### config.mk
export PLATFORM = sky130hd
export DESIGN_NAME = trigger_scheduler
export DESIGN_NICKNAME = d
export VERILOG_FILES = /design/src/rtl/trigger_scheduler.sv
export SDC_FILE = /design/constraint.sdc
export NUM_CORES = 1
export LEC_CHECK = 0
export ABC_AREA = 1
export BUFFER_PORTS_ARGS = -buffer_cell sky130_fd_sc_hd__clkbuf_2
export CORE_ASPECT_RATIO = 0.7
export CORE_MARGIN = 4
export CORE_UTILIZATION = 60
export DETAILED_ROUTE_END_ITERATION = 7
export GPL_ROUTABILITY_DRIVEN = 0
export PLACE_DENSITY = 0.84
export SYNTH_ARGS = -nofsm -noshare
export SYNTH_HDL_FRONTEND = slang
export SYNTH_SLANG_ARGS = --single-unit
### constraint.sdc
create_clock -name clk_48MHz -period 7.1 [get_ports clk_48MHz]
set_clock_uncertainty 0.05 [all_clocks]
set_input_delay 0.71 -clock clk_48MHz [delete_from_list [all_inputs] [get_ports clk_48MHz]]
set_output_delay 0.71 -clock clk_48MHz [all_outputs]
set_load 0.02 [all_outputs]
### src/rtl/trigger_scheduler.sv
//------------------------------------------------------------------------------
// trigger_scheduler
//
// Generates a periodic camera/illumination frame trigger. A frame lasts
// `period` clk_48MHz cycles; trig_out is high for the first `width` cycles of
// each frame and frame_strobe pulses on the first cycle of each frame.
// New (period, width) pairs arrive through a one-deep pending slot and are
// applied only on frame boundaries while running, so a frame in flight is
// never altered. A stop request never truncates a trigger pulse that is
// already high: the block drains until the pulse ends, then goes idle.
//
// Ports
//   clk_48MHz     in   sole clock, rising edge
//   reset         in   synchronous, active-high reset
//   start         in   level; begin triggering (IDLE only, stop has priority)
//   stop          in   level; end triggering
//   cfg_valid     in   new configuration offered
//   cfg_ready     out  pending slot empty, configuration can be taken
//   cfg_period    in   requested frame period in cycles
//   cfg_width     in   requested trigger high time in cycles
//   cfg_err       out  one-cycle pulse after a rejected configuration
//   trig_out      out  frame trigger (registered)
//   frame_strobe  out  one-cycle pulse on the first cycle of a frame (registered)
//   frame_count   out  frames started since the last accepted start
//   running       out  high while in RUN or DRAIN
//------------------------------------------------------------------------------
module trigger_scheduler #(
  parameter int CNT_W      = 21,
  parameter int DEF_PERIOD = 1200000,
  parameter int DEF_WIDTH  = 24000
) (
  input  logic             clk_48MHz,
  input  logic             reset,
  input  logic             start,
  input  logic             stop,
  input  logic             cfg_valid,
  output logic             cfg_ready,
  input  logic [CNT_W-1:0] cfg_period,
  input  logic [CNT_W-1:0] cfg_width,
  output logic             cfg_err,
  output logic             trig_out,
  output logic             frame_strobe,
  output logic [15:0]      frame_count,
  output logic             running
);

  localparam logic [CNT_W-1:0] L_DEF_PERIOD = CNT_W'(DEF_PERIOD);
  localparam logic [CNT_W-1:0] L_DEF_WIDTH  = CNT_W'(DEF_WIDTH);
  localparam logic [CNT_W-1:0] L_ONE        = CNT_W'(1);
  localparam logic [CNT_W-1:0] L_TWO        = CNT_W'(2);

  typedef enum logic [1:0] {
    ST_IDLE  = 2'd0,
    ST_RUN   = 2'd1,
    ST_DRAIN = 2'd2
  } state_t;

  // ---------------------------------------------------------------------------
  // Registers
  // ---------------------------------------------------------------------------
  state_t           r_state;
  logic [CNT_W-1:0] r_phase;
  logic [CNT_W-1:0] r_period;       // active period
  logic [CNT_W-1:0] r_width;        // active width
  logic [CNT_W-1:0] r_drain_end;    // width of the frame being drained
  logic             r_pend_valid;
  logic [CNT_W-1:0] r_pend_period;
  logic [CNT_W-1:0] r_pend_width;
  logic             r_trig;
  logic             r_strobe;
  logic [15:0]      r_fcount;
  logic             r_cfg_err;

  // ---------------------------------------------------------------------------
  // Next-state values
  // ---------------------------------------------------------------------------
  state_t           w_state_next;
  logic [CNT_W-1:0] w_phase_next;
  logic [CNT_W-1:0] w_period_next;
  logic [CNT_W-1:0] w_width_next;
  logic [CNT_W-1:0] w_drain_end_next;
  logic             w_pend_valid_next;
  logic [CNT_W-1:0] w_pend_period_next;
  logic [CNT_W-1:0] w_pend_width_next;
  logic             w_trig_next;
  logic             w_strobe_next;
  logic [15:0]      w_fcount_next;
  logic             w_cfg_err_next;

  // Helpers
  logic             w_cfg_take;     // handshake completes this cycle
  logic             w_cfg_ok;       // offered pair is legal
  logic             w_load;         // pending slot moves to active this cycle
  logic [CNT_W-1:0] w_width_eff;    // width governing a frame that starts now
  logic [CNT_W-1:0] w_phase_inc;
  logic             w_wrap;

  assign w_cfg_take  = cfg_valid && !r_pend_valid;
  assign w_cfg_ok    = (cfg_period >= L_TWO) && (cfg_width != '0) &&
                       (cfg_width < cfg_period);
  assign w_phase_inc = r_phase + L_ONE;
  assign w_wrap      = (r_phase == (r_period - L_ONE));
  // A frame starting on the same edge as a load uses the freshly loaded width.
  assign w_width_eff = r_pend_valid ? r_pend_width : r_width;

  always_comb begin
    w_state_next       = r_state;
    w_phase_next       = r_phase;
    w_period_next      = r_period;
    w_width_next       = r_width;
    w_drain_end_next   = r_drain_end;
    w_pend_valid_next  = r_pend_valid;
    w_pend_period_next = r_pend_period;
    w_pend_width_next  = r_pend_width;
    w_trig_next        = 1'b0;
    w_strobe_next      = 1'b0;
    w_fcount_next      = r_fcount;
    w_cfg_err_next     = 1'b0;
    w_load             = 1'b0;

    case (r_state)
      ST_IDLE: begin
        w_load       = r_pend_valid;
        w_phase_next = '0;
        // stop has priority over start
        if (start && !stop) begin
          w_state_next  = ST_RUN;
          w_phase_next  = '0;
          w_trig_next   = (w_width_eff != '0);
          w_strobe_next = 1'b1;
          w_fcount_next = 16'd1;
        end
      end

      ST_RUN: begin
        if (stop) begin
          // A high pulse finishes in DRAIN; if it would end on this very
          // edge there is nothing left to drain.
          if (r_trig && (w_phase_inc < r_width)) begin
            w_state_next     = ST_DRAIN;
            w_phase_next     = w_phase_inc;
            w_drain_end_next = r_width;
            w_trig_next      = 1'b1;
          end else begin
            w_state_next = ST_IDLE;
            w_phase_next = '0;
          end
        end else if (w_wrap) begin
          // Frame boundary: the only point a new config may take effect.
          w_load        = r_pend_valid;
          w_phase_next  = '0;
          w_trig_next   = (w_width_eff != '0);
          w_strobe_next = 1'b1;
          w_fcount_next = r_fcount + 16'd1;
        end else begin
          w_phase_next = w_phase_inc;
          w_trig_next  = (w_phase_inc < r_width);
        end
      end

      ST_DRAIN: begin
        // Pulse end is held in r_drain_end, so loading a new width here
        // cannot shorten the pulse being finished.
        w_load = r_pend_valid;
        if (w_phase_inc < r_drain_end) begin
          w_phase_next = w_phase_inc;
          w_trig_next  = 1'b1;
        end else begin
          w_state_next = ST_IDLE;
          w_phase_next = '0;
        end
      end

      default: begin
        w_state_next = ST_IDLE;
        w_phase_next = '0;
      end
    endcase

    if (w_load) begin
      w_period_next     = r_pend_period;
      w_width_next      = r_pend_width;
      w_pend_valid_next = 1'b0;
    end

    // Slot is empty whenever a handshake can complete, so this never
    // collides with the load above.
    if (w_cfg_take) begin
      if (w_cfg_ok) begin
        w_pend_valid_next  = 1'b1;
        w_pend_period_next = cfg_period;
        w_pend_width_next  = cfg_width;
      end else begin
        w_cfg_err_next = 1'b1;
      end
    end
  end

  always_ff @(posedge clk_48MHz) begin
    if (reset) begin
      r_state       <= ST_IDLE;
      r_phase       <= '0;
      r_period      <= L_DEF_PERIOD;
      r_width       <= L_DEF_WIDTH;
      r_drain_end   <= '0;
      r_pend_valid  <= 1'b0;
      r_pend_period <= '0;
      r_pend_width  <= '0;
      r_trig        <= 1'b0;
      r_strobe      <= 1'b0;
      r_fcount      <= 16'd0;
      r_cfg_err     <= 1'b0;
    end else begin
      r_state       <= w_state_next;
      r_phase       <= w_phase_next;
      r_period      <= w_period_next;
      r_width       <= w_width_next;
      r_drain_end   <= w_drain_end_next;
      r_pend_valid  <= w_pend_valid_next;
      r_pend_period <= w_pend_period_next;
      r_pend_width  <= w_pend_width_next;
      r_trig        <= w_trig_next;
      r_strobe      <= w_strobe_next;
      r_fcount      <= w_fcount_next;
      r_cfg_err     <= w_cfg_err_next;
    end
  end

  assign cfg_ready    = !r_pend_valid;
  assign cfg_err      = r_cfg_err;
  assign trig_out     = r_trig;
  assign frame_strobe = r_strobe;
  assign frame_count  = r_fcount;
  assign running      = (r_state != ST_IDLE);

endmodule

==> summary.txt, run 1 <==
Route
  – Routed WL: 23,200 um
  – WL/cell: 15.6 um
  – Post-route ant nets: 0
  – Routed vias: 8,436
  – # DRC: 0
  – DR vias/cell: 5.69
  – Iter 0 DRT Violations: 970
  – First-pass DRT Iterations: 5

Flow run
  – Max Cap Viol: 0

Synthesis
  – Post-synth top flop: dfxtp_1
  – Yosys Warn Count: 0
  – Post-Syn Area: 8710 sq um
  – Post-synth EDFFs: 0
  – Yosys reg bits: 148
  – Main combinational cell family by area after synthesis: simple AND/OR/NAND/NOR gates
  – Post-synthesis mux area share: 0%
  – Cells after synthesis: 1,240
  – Synth Area in Compound Gates: 11.3%
  – Xor and xnor area share after synthesis: 5.03%
  – Mapped Avg Cell Area: 7.02 sq um
  – Net count after synthesis: 1,354
  – Post-synthesis sequential area ratio: 34.0%
  – Post-synthesis adder-cell area fraction: 9.63%
  – Simple-Gate Fraction of Synth Area: 29.9%
  – Synth unique cells: 33
  – Async S/R FF share, synth: 0%

Pwr
  – Switching part of the total: 31.6%
  – Worst VDD drop: 235 uV
  – Static Leak: 4.21 nW
  – Power share of the combinational group: 15.7%
  – Int Pwr: 1.43 mW
  – Cell area power density: 218 nW/um^2
  – Clk pwr share: 41.2%
  – Net Sw Power: 0.662 mW
  – Sequential share of power: 43.1%

Critical path
  – Crit start category: flop
  – Crit-path max cell delay: 0.75 ns
  – Slowest CP cell: nor3_2
  – Crit path cell chain: ha_1 -> nand2_1 -> nor2_1 -> nand2_1 -> nor2_1 -> nand3_1 -> nor2_1 -> nand3_1 -> nor2_1 -> nand4_1 -> xor2_1 -> inv_1 -> ha_1 -> a21oi_1 -> o21ai_0 -> a21oi_1 -> nand3_1 -> nor3_2 -> buf_4 -> o21ai_0 -> a21oi_1
  – CP max FO: 25
  – Critical Path RT: 7.40 ns
  – Crit. End Element: flop
  – Arr. time, crit path: 4.88 ns
  – Setup CP Type: reg -> reg
  – Most common cell on crit path: nor2_1
  – R2r worst-path depth: 21
  – R2R Setup Slk: 2.52 ns

STA
  – Maximum clock rate: 219 MHz
  – Slew HR: 20.4%
  – Fin. max-slew vios: 0
  – Final Hold Vio Count: 0
  – Worst-Margin Slew: 1.19 ns
  – Post-layout min period: 4.58 ns
  – Worst hold margin: 0.412 ns
  – RSZ-0062 raised after global routing: no
  – # setup viols final: 0
  – Period Utilization, post-route: 64.5%
  – TNS Setup: 0 ns

Die
  – Top Ports: 68
  – Die H: 109 um
  – Row cnt: 36
  – Core area: 14,100 sq um
  – Initial Util: 62.0%
  – Die area: 16,500 sq um
  – Width of the die: 152 um

CTS
  – Cts repair resizes: 0
  – Clock transition at path regs: 0.07 ns
  – Post-CTS Setup Bufs: 0
  – Clock root buffer: clkbuf_16
  – Clock Path Buffers: 2
  – Clock Latency Late Sink: 0.43 ns
  – Clk sinks: 148
  – CTS Buf Count: 17
  – Hold-fix buffers at CTS: 0
  – TritonCTS clock tree: yes
  – H-Tree Depth: 4

Global route
  – First-pass GRT wire length: 38,200 um
  – Largest net degree at the start of global routing: 92
  – GRT Overall Usage: 28.3%
  – Total gr overflow: 0
  – Initial antenna violation count: 0
  – Number of global-route vias before repair: 7,637

Min path
  – Worst Hold Depth: 2
  – Worst min path class: reg -> reg

Placement
  – IO Port Bufs: 67
  – Hpwl dp: 16,800 um
  – Cells after DPL: 1,451

Layout
  – Final Non-Filler Cells: 1,483
  – Area Growth Syn to Fin: 10.4%
  – Final #Nets: 1,394
  – Layout cells sized above 1: 9.74%
  – Ant diodes: 0

Outcome
  – Status: complete, no violations
## cells by family (layout without fill, tap and decap cells)
kind of cell,count (synthesis),in the layout
adders and majority gates,67,67
DFF,148,148
buffers and inverters,210,263
and+or+nand+nor,572,572
xor gates and xnor gates,50,50
AOI/OAI and AO/OA,193,193
## path summary, 6_finish.rpt
path | from | end
worst max-delay path | r_phase[0]$_SDFF_PP0_ | r_drain_end[5]$_SDFFE_PP0P_
worst min-delay path | r_width[1]$_SDFFE_PP0P_ | r_width[1]$_SDFFE_PP0P_
worst max register to register | r_phase[0]$_SDFF_PP0_ | r_drain_end[5]$_SDFFE_PP0P_
worst min register to register | r_width[1]$_SDFFE_PP0P_ | r_width[1]$_SDFFE_PP0P_
## Yosys cell counts, types with 3 or more instances
master | instances | area, sq um
ha_1 | 67 | 838
nor2_4 | 3 | 33.8
inv_1 | 156 | 586
buf_6 | 11 | 124
buf_4 | 3 | 22.5
dfxtp_1 | 148 | 2960
or2_2 | 3 | 18.8
o21ai_0 | 39 | 195
xor2_1 | 39 | 342
clkbuf_1 | 39 | 146
nand2_1 | 237 | 890
a21oi_1 | 145 | 726
nand3_1 | 142 | 711
nand4_1 | 42 | 263
nor2_2 | 4 | 25.0
nand2_4 | 3 | 33.8
o211ai_1 | 3 | 22.5
nor3_1 | 16 | 80.1
xnor2_1 | 11 | 96.3
nor2_1 | 96 | 360
nor4_1 | 16 | 100
## through the flow
stage,setup slack (ns),power (mW),area [sq um],util (%)
after floorplan,3.56,1.16,8710,-
after global placement,2.81,1.23,9050,64.4
after detailed placement,2.61,1.24,9050,64.4
after CTS,2.58,2.09,9610,68.4
after global routing,1.91,2.18,9610,68.4
final,2.52,2.09,9610,68.4
## power groups by stage
| stage | clock network, mW | logic (mW) | registers (mW) |
|---|---|---|---|
| after floorplan | 0 | 0.248 | 0.913 |
| after global placement | 0 | 0.313 | 0.919 |
| after detailed placement | 0 | 0.320 | 0.920 |
| after CTS | 0.870 | 0.322 | 0.902 |
| after global routing | 0.906 | 0.367 | 0.907 |
| final | 0.863 | 0.328 | 0.903 |
## worst max-delay path, delay by kind of cell, from the launching register on
| kind | cells | cell delay (ns) |
|---|---|---|
| buf+inv | 2 | 0.48 |
| xor+xnor | 1 | 0.19 |
| simple gates | 11 | 2.10 |
| flops | 1 | 0.44 |
| compound gates | 5 | 0.70 |
| fa+ha+maj | 2 | 0.53 |
## state kept, by name, summed over array words and instances (netlist names), 2 cells and up
register and flops:
r_drain_end 21, r_pend_period 21, r_pend_width 21, r_period 21, r_phase 21, r_width 21
frame_count 16, r_state 2
## layout by cell type, fill, tap and decap left out, types with 4 or more instances in the layout
| master | instances |
|---|---|
| nand2_1 | 237 |
| inv_1 | 156 |
| dfxtp_1 | 148 |
| a21oi_1 | 145 |
| nand3_1 | 142 |
| nor2_1 | 94 |
| ha_1 | 67 |
| clkbuf_2 | 67 |
| nand4_1 | 42 |
| xor2_1 | 39 |
| o21ai_0 | 39 |
| clkbuf_16 | 17 |
| nor4_1 | 16 |
| nor3_1 | 15 |
| xnor2_1 | 11 |
| buf_4 | 7 |
| nor2_2 | 6 |
| inv_8 | 5 |
| clkinv_4 | 4 |
| inv_6 | 4 |
## routing by layer
| layer | track usage (%) | wire [um] | vias to the layer above |
|---|---|---|---|
| met2 | 40.7 | 9440 | 373 |
| li1 | - | - | 4197 |
| met4 | 6.35 | 243 | 0 |
| met3 | 7.26 | 2310 | 22 |
| met5 | 0 | 0 | - |
| met1 | 42.5 | 11200 | 3844 |
## final cells by class
cell class                 count  area (sq um)
tap                          190           238
clock inverter                14           134
sequential                   148          2960
inverter                     157           589
multi-input combinational    882          4870
fill                        1188          4440
clock buffer                  18           429
timing repair buffer          74           388
Note: power is estimated with default switching activity, not from simulation.
==> inputs of run 2 (changes only) <==
==> constraint.sdc (replaced) <==
create_clock -name clk_48MHz -period 4.7 [get_ports clk_48MHz]
set_clock_uncertainty 0.05 [all_clocks]
set_input_delay 0.47 -clock clk_48MHz [delete_from_list [all_inputs] [get_ports clk_48MHz]]
set_output_delay 0.47 -clock clk_48MHz [all_outputs]
set_load 0.02 [all_outputs]
==> run 2 against run 1 <==
Net effect:
- sequential power increased by 52%
- critical path type unchanged
- count of clock-buffer cells in the layout unchanged
- largest power group is now the clock network
- sequential cell count unchanged
==> summary.txt, run 2 (synthesis gave the netlist of run 1 again) <==
CTS
  – Hold-fix buffers at CTS: 0 (unchanged)
  – H-Tree Depth: 4 (unchanged)
  – Cts repair resizes: 0 (unchanged)
  – CTS Buf Count: 17 (unchanged)
  – Clock transition at path regs: 0.06 ns (about the same)
  – Clk sinks: 148 (unchanged)
  – Clock Path Buffers: 2 (unchanged)
  – Clock Latency Late Sink: 0.44 ns (about the same)
  – Post-CTS Setup Bufs: 0 (unchanged)
  – Clock root buffer: clkbuf_16
  – TritonCTS clock tree: yes

Critical path
  – CP max FO: 21 (-16%)
  – Crit-path max cell delay: 0.45 ns (-0.30 ns)
  – R2r worst-path depth: 22 (+4.8%)
  – Crit path cell chain: ha_1 -> nand2_1 -> nor2_1 -> nand2_1 -> nor2_1 -> nand3_1 -> nor2_1 -> nand3_1 -> nor2_1 -> nand4_1 -> xor2_1 -> inv_1 -> ha_1 -> nand4_1 -> nor3_1 -> o211ai_1 -> nand3_1 -> o21ai_0 -> o21ai_1 -> nand2_1 -> nand2_2 -> nor2_1
  – Setup CP Type: reg -> reg
  – Arr. time, crit path: 4.25 ns (-0.63 ns)
  – R2R Setup Slk: 0.70 ns (-1.82 ns)
  – Crit start category: flop
  – Crit. End Element: flop
  – RR Startpoint: r_phase[0]$_SDFF_PP0_
  – R2r endpoint: r_phase[7]$_SDFF_PP0_
  – Most common cell on crit path: nor2_1
  – Slowest CP cell: dfxtp_1
  – Critical Path RT: 4.95 ns (-2.45 ns)

STA
  – Final Hold Vio Count: 0 (unchanged)
  – Maximum clock rate: 250 MHz (+15%)
  – Fin. max-slew vios: 0 (unchanged)
  – Post-layout min period: 4.00 ns (-0.580 ns)
  – Period Utilization, post-route: 85.0% (+21 points)
  – RSZ-0062 raised after global routing: no
  – Slew HR: 15.7% (-4.8 points)
  – # setup viols final: 0 (unchanged)
  – TNS Setup: 0 ns (unchanged)
  – Worst hold margin: 0.242 ns (-0.169 ns)
  – Worst-Margin Slew: 1.26 ns (+0.0715 ns)

Route
  – First-pass DRT Iterations: 5 (unchanged)
  – WL/cell: 16.1 um (+3.1%)
  – # DRC: 0 (unchanged)
  – DR vias/cell: 5.80 (+2.0%)
  – Iter 0 DRT Violations: 1,108 (+14%)
  – Routed vias: 8,605 (+2.0%)
  – Routed WL: 23,900 um (+3.1%)
  – Post-route ant nets: 0 (unchanged)

Layout
  – Layout cells sized above 1: 9.82% (+0.077 points)
  – Commonest non-fill, non-tap cell in the layout: nand2_1
  – Ant diodes: 0 (unchanged)
  – Area Growth Syn to Fin: 11.2%
  – Register cell area after layout: 2960 sq um (unchanged)
  – Final Non-Filler Cells: 1,483 (unchanged)
  – Commonest non-fill, non-tap cells in the layout: 236 x nand2_1, 156 x inv_1, 148 x dfxtp_1
  – Area taken by multi-input logic gates: 4880 sq um (about the same)
  – Final #Nets: 1,395 (+0.072%)
  – FILL cells: 1,202 (+1.2%)

Pwr
  – Sequential share of power: 40.9% (-2.2 points)
  – Worst VDD drop: 277 uV (+18%)
  – Tot Pwr: 3.34 mW (+59%)
  – Power share of the combinational group: 15.0% (-0.7 points)
  – Switching part of the total: 29.2% (-2.4 points)
  – Int Pwr: 2.36 mW (+65%)
  – Static Leak: 4.25 nW (+0.91%)
  – Net Sw Power: 0.974 mW (+47%)
  – Clk pwr share: 44.1% (+2.9 points)
  – Cell area power density: 344 nW/um^2 (+58%)

Global route
  – Largest net degree at the start of global routing: 91 (-1.1%)
  – GRT Overall Usage: 29.2% (+0.89 points)
  – Initial antenna violation count: 0 (unchanged)
  – Number of global-route vias before repair: 7,831 (+2.5%)
  – Total gr overflow: 0 (unchanged)
  – First-pass GRT wire length: 39,300 um (+2.9%)

Die
  – Row cnt: 36 (unchanged)
  – Width of the die: 152 um (unchanged)
  – Core area: 14,100 sq um (unchanged)
  – Initial Util: 62.0% (unchanged)
  – Die H: 109 um (unchanged)
  – Die area: 16,500 sq um (unchanged)
  – Top Ports: 68 (unchanged)

Min path
  – Worst min path class: in -> reg
  – Min-delay src: cfg_valid
  – Worst Hold Depth: 3 (+1)
  – Hold Crit Endpoint: cfg_err$_SDFF_PP0_

Outcome
  – Status: complete, no violations

Flow run
  – Max Cap Viol: 0 (unchanged)

Placement
  – IO Port Bufs: 67 (unchanged)
  – Cells after DPL: 1,452 (+0.069%)
  – Hpwl dp: 17,100 um (+1.5%)
-- run 2: changes by cell type in the layout (fill, tap and decap cells not counted), sizes merged --
cell	before	now
buf	7	8
bufinv	0	4
clkinvlp	1	0
inv	165	161
-- run 2: routing by layer --
layer / GRT usage, % / up-vias / part of all wire, %
met3: 6.35 / 35 / 9.5
met1: 42.5 / 3945 / 47
met5: 0 / - / 0
met2: 44.3 / 432 / 42
li1: - / 4193 / -
met4: 7.25 / 0 / 1.4
-- run 2: worst max-delay path: cells and delay by family, from the launching register on --
kind,cells,cell delay (ns)
fa+ha+maj,2,0.53
simple gates,15,2.20
flops,1,0.45
xor+xnor,1,0.18
compound gates,3,0.36
buf+inv,1,0.09
-- run 2: power by group through the flow --
stage	Combinational [mW]	Clock, mW	Sequential (mW)
after floorplan	0.374	0	1.38
final	0.500	1.47	1.37
after global routing	0.559	1.52	1.37
after global placement	0.472	0	1.39
after CTS	0.491	1.47	1.36
after detailed placement	0.485	0	1.39
-- run 2: worst max-delay path by stage --
| stage | start | endpoint | slack (ns) | depth (start not counted) |
|---|---|---|---|---|
| 2_1_floorplan | r_phase[0]$_SDFF_PP0_ | r_state[1]$_SDFFE_PP0P_ | 1.16 | 21 |
| 3_3_place_gp | r_phase[0]$_SDFF_PP0_ | r_phase[6]$_SDFF_PP0_ | 0.77 | 22 |
| 3_5_place_dp | r_phase[0]$_SDFF_PP0_ | r_phase[7]$_SDFF_PP0_ | 0.55 | 22 |
| 4_1_cts | r_phase[0]$_SDFF_PP0_ | r_phase[7]$_SDFF_PP0_ | 0.53 | 22 |
| 5_1_grt | r_phase[0]$_SDFF_PP0_ | r_phase[9]$_SDFF_PP0_ | 0.10 | 22 |
| 6_report | r_phase[0]$_SDFF_PP0_ | r_phase[7]$_SDFF_PP0_ | 0.70 | 22 |
-- run 2: cell type report --
cell class,instances,share of cell area (%)
inverter,157,6.08
clock inverter,13,2.04
multi-input combinational,882,50.3
clock buffer,18,4.43
tap,190,2.45
sequential,148,30.6
timing repair buffer,75,4.08
-- run 2: metrics by stage --
step / worst slack (ns) / instance area [sq um] / utilization (%)
2_1_floorplan: 1.16 / 8710 / -
3_3_place_gp: 0.772 / 9060 / 64.5
3_5_place_dp: 0.551 / 9060 / 64.5
4_1_cts: 0.533 / 9690 / 68.9
5_1_grt: 0.102 / 9690 / 68.9
6_report: 0.704 / 9690 / 68.9
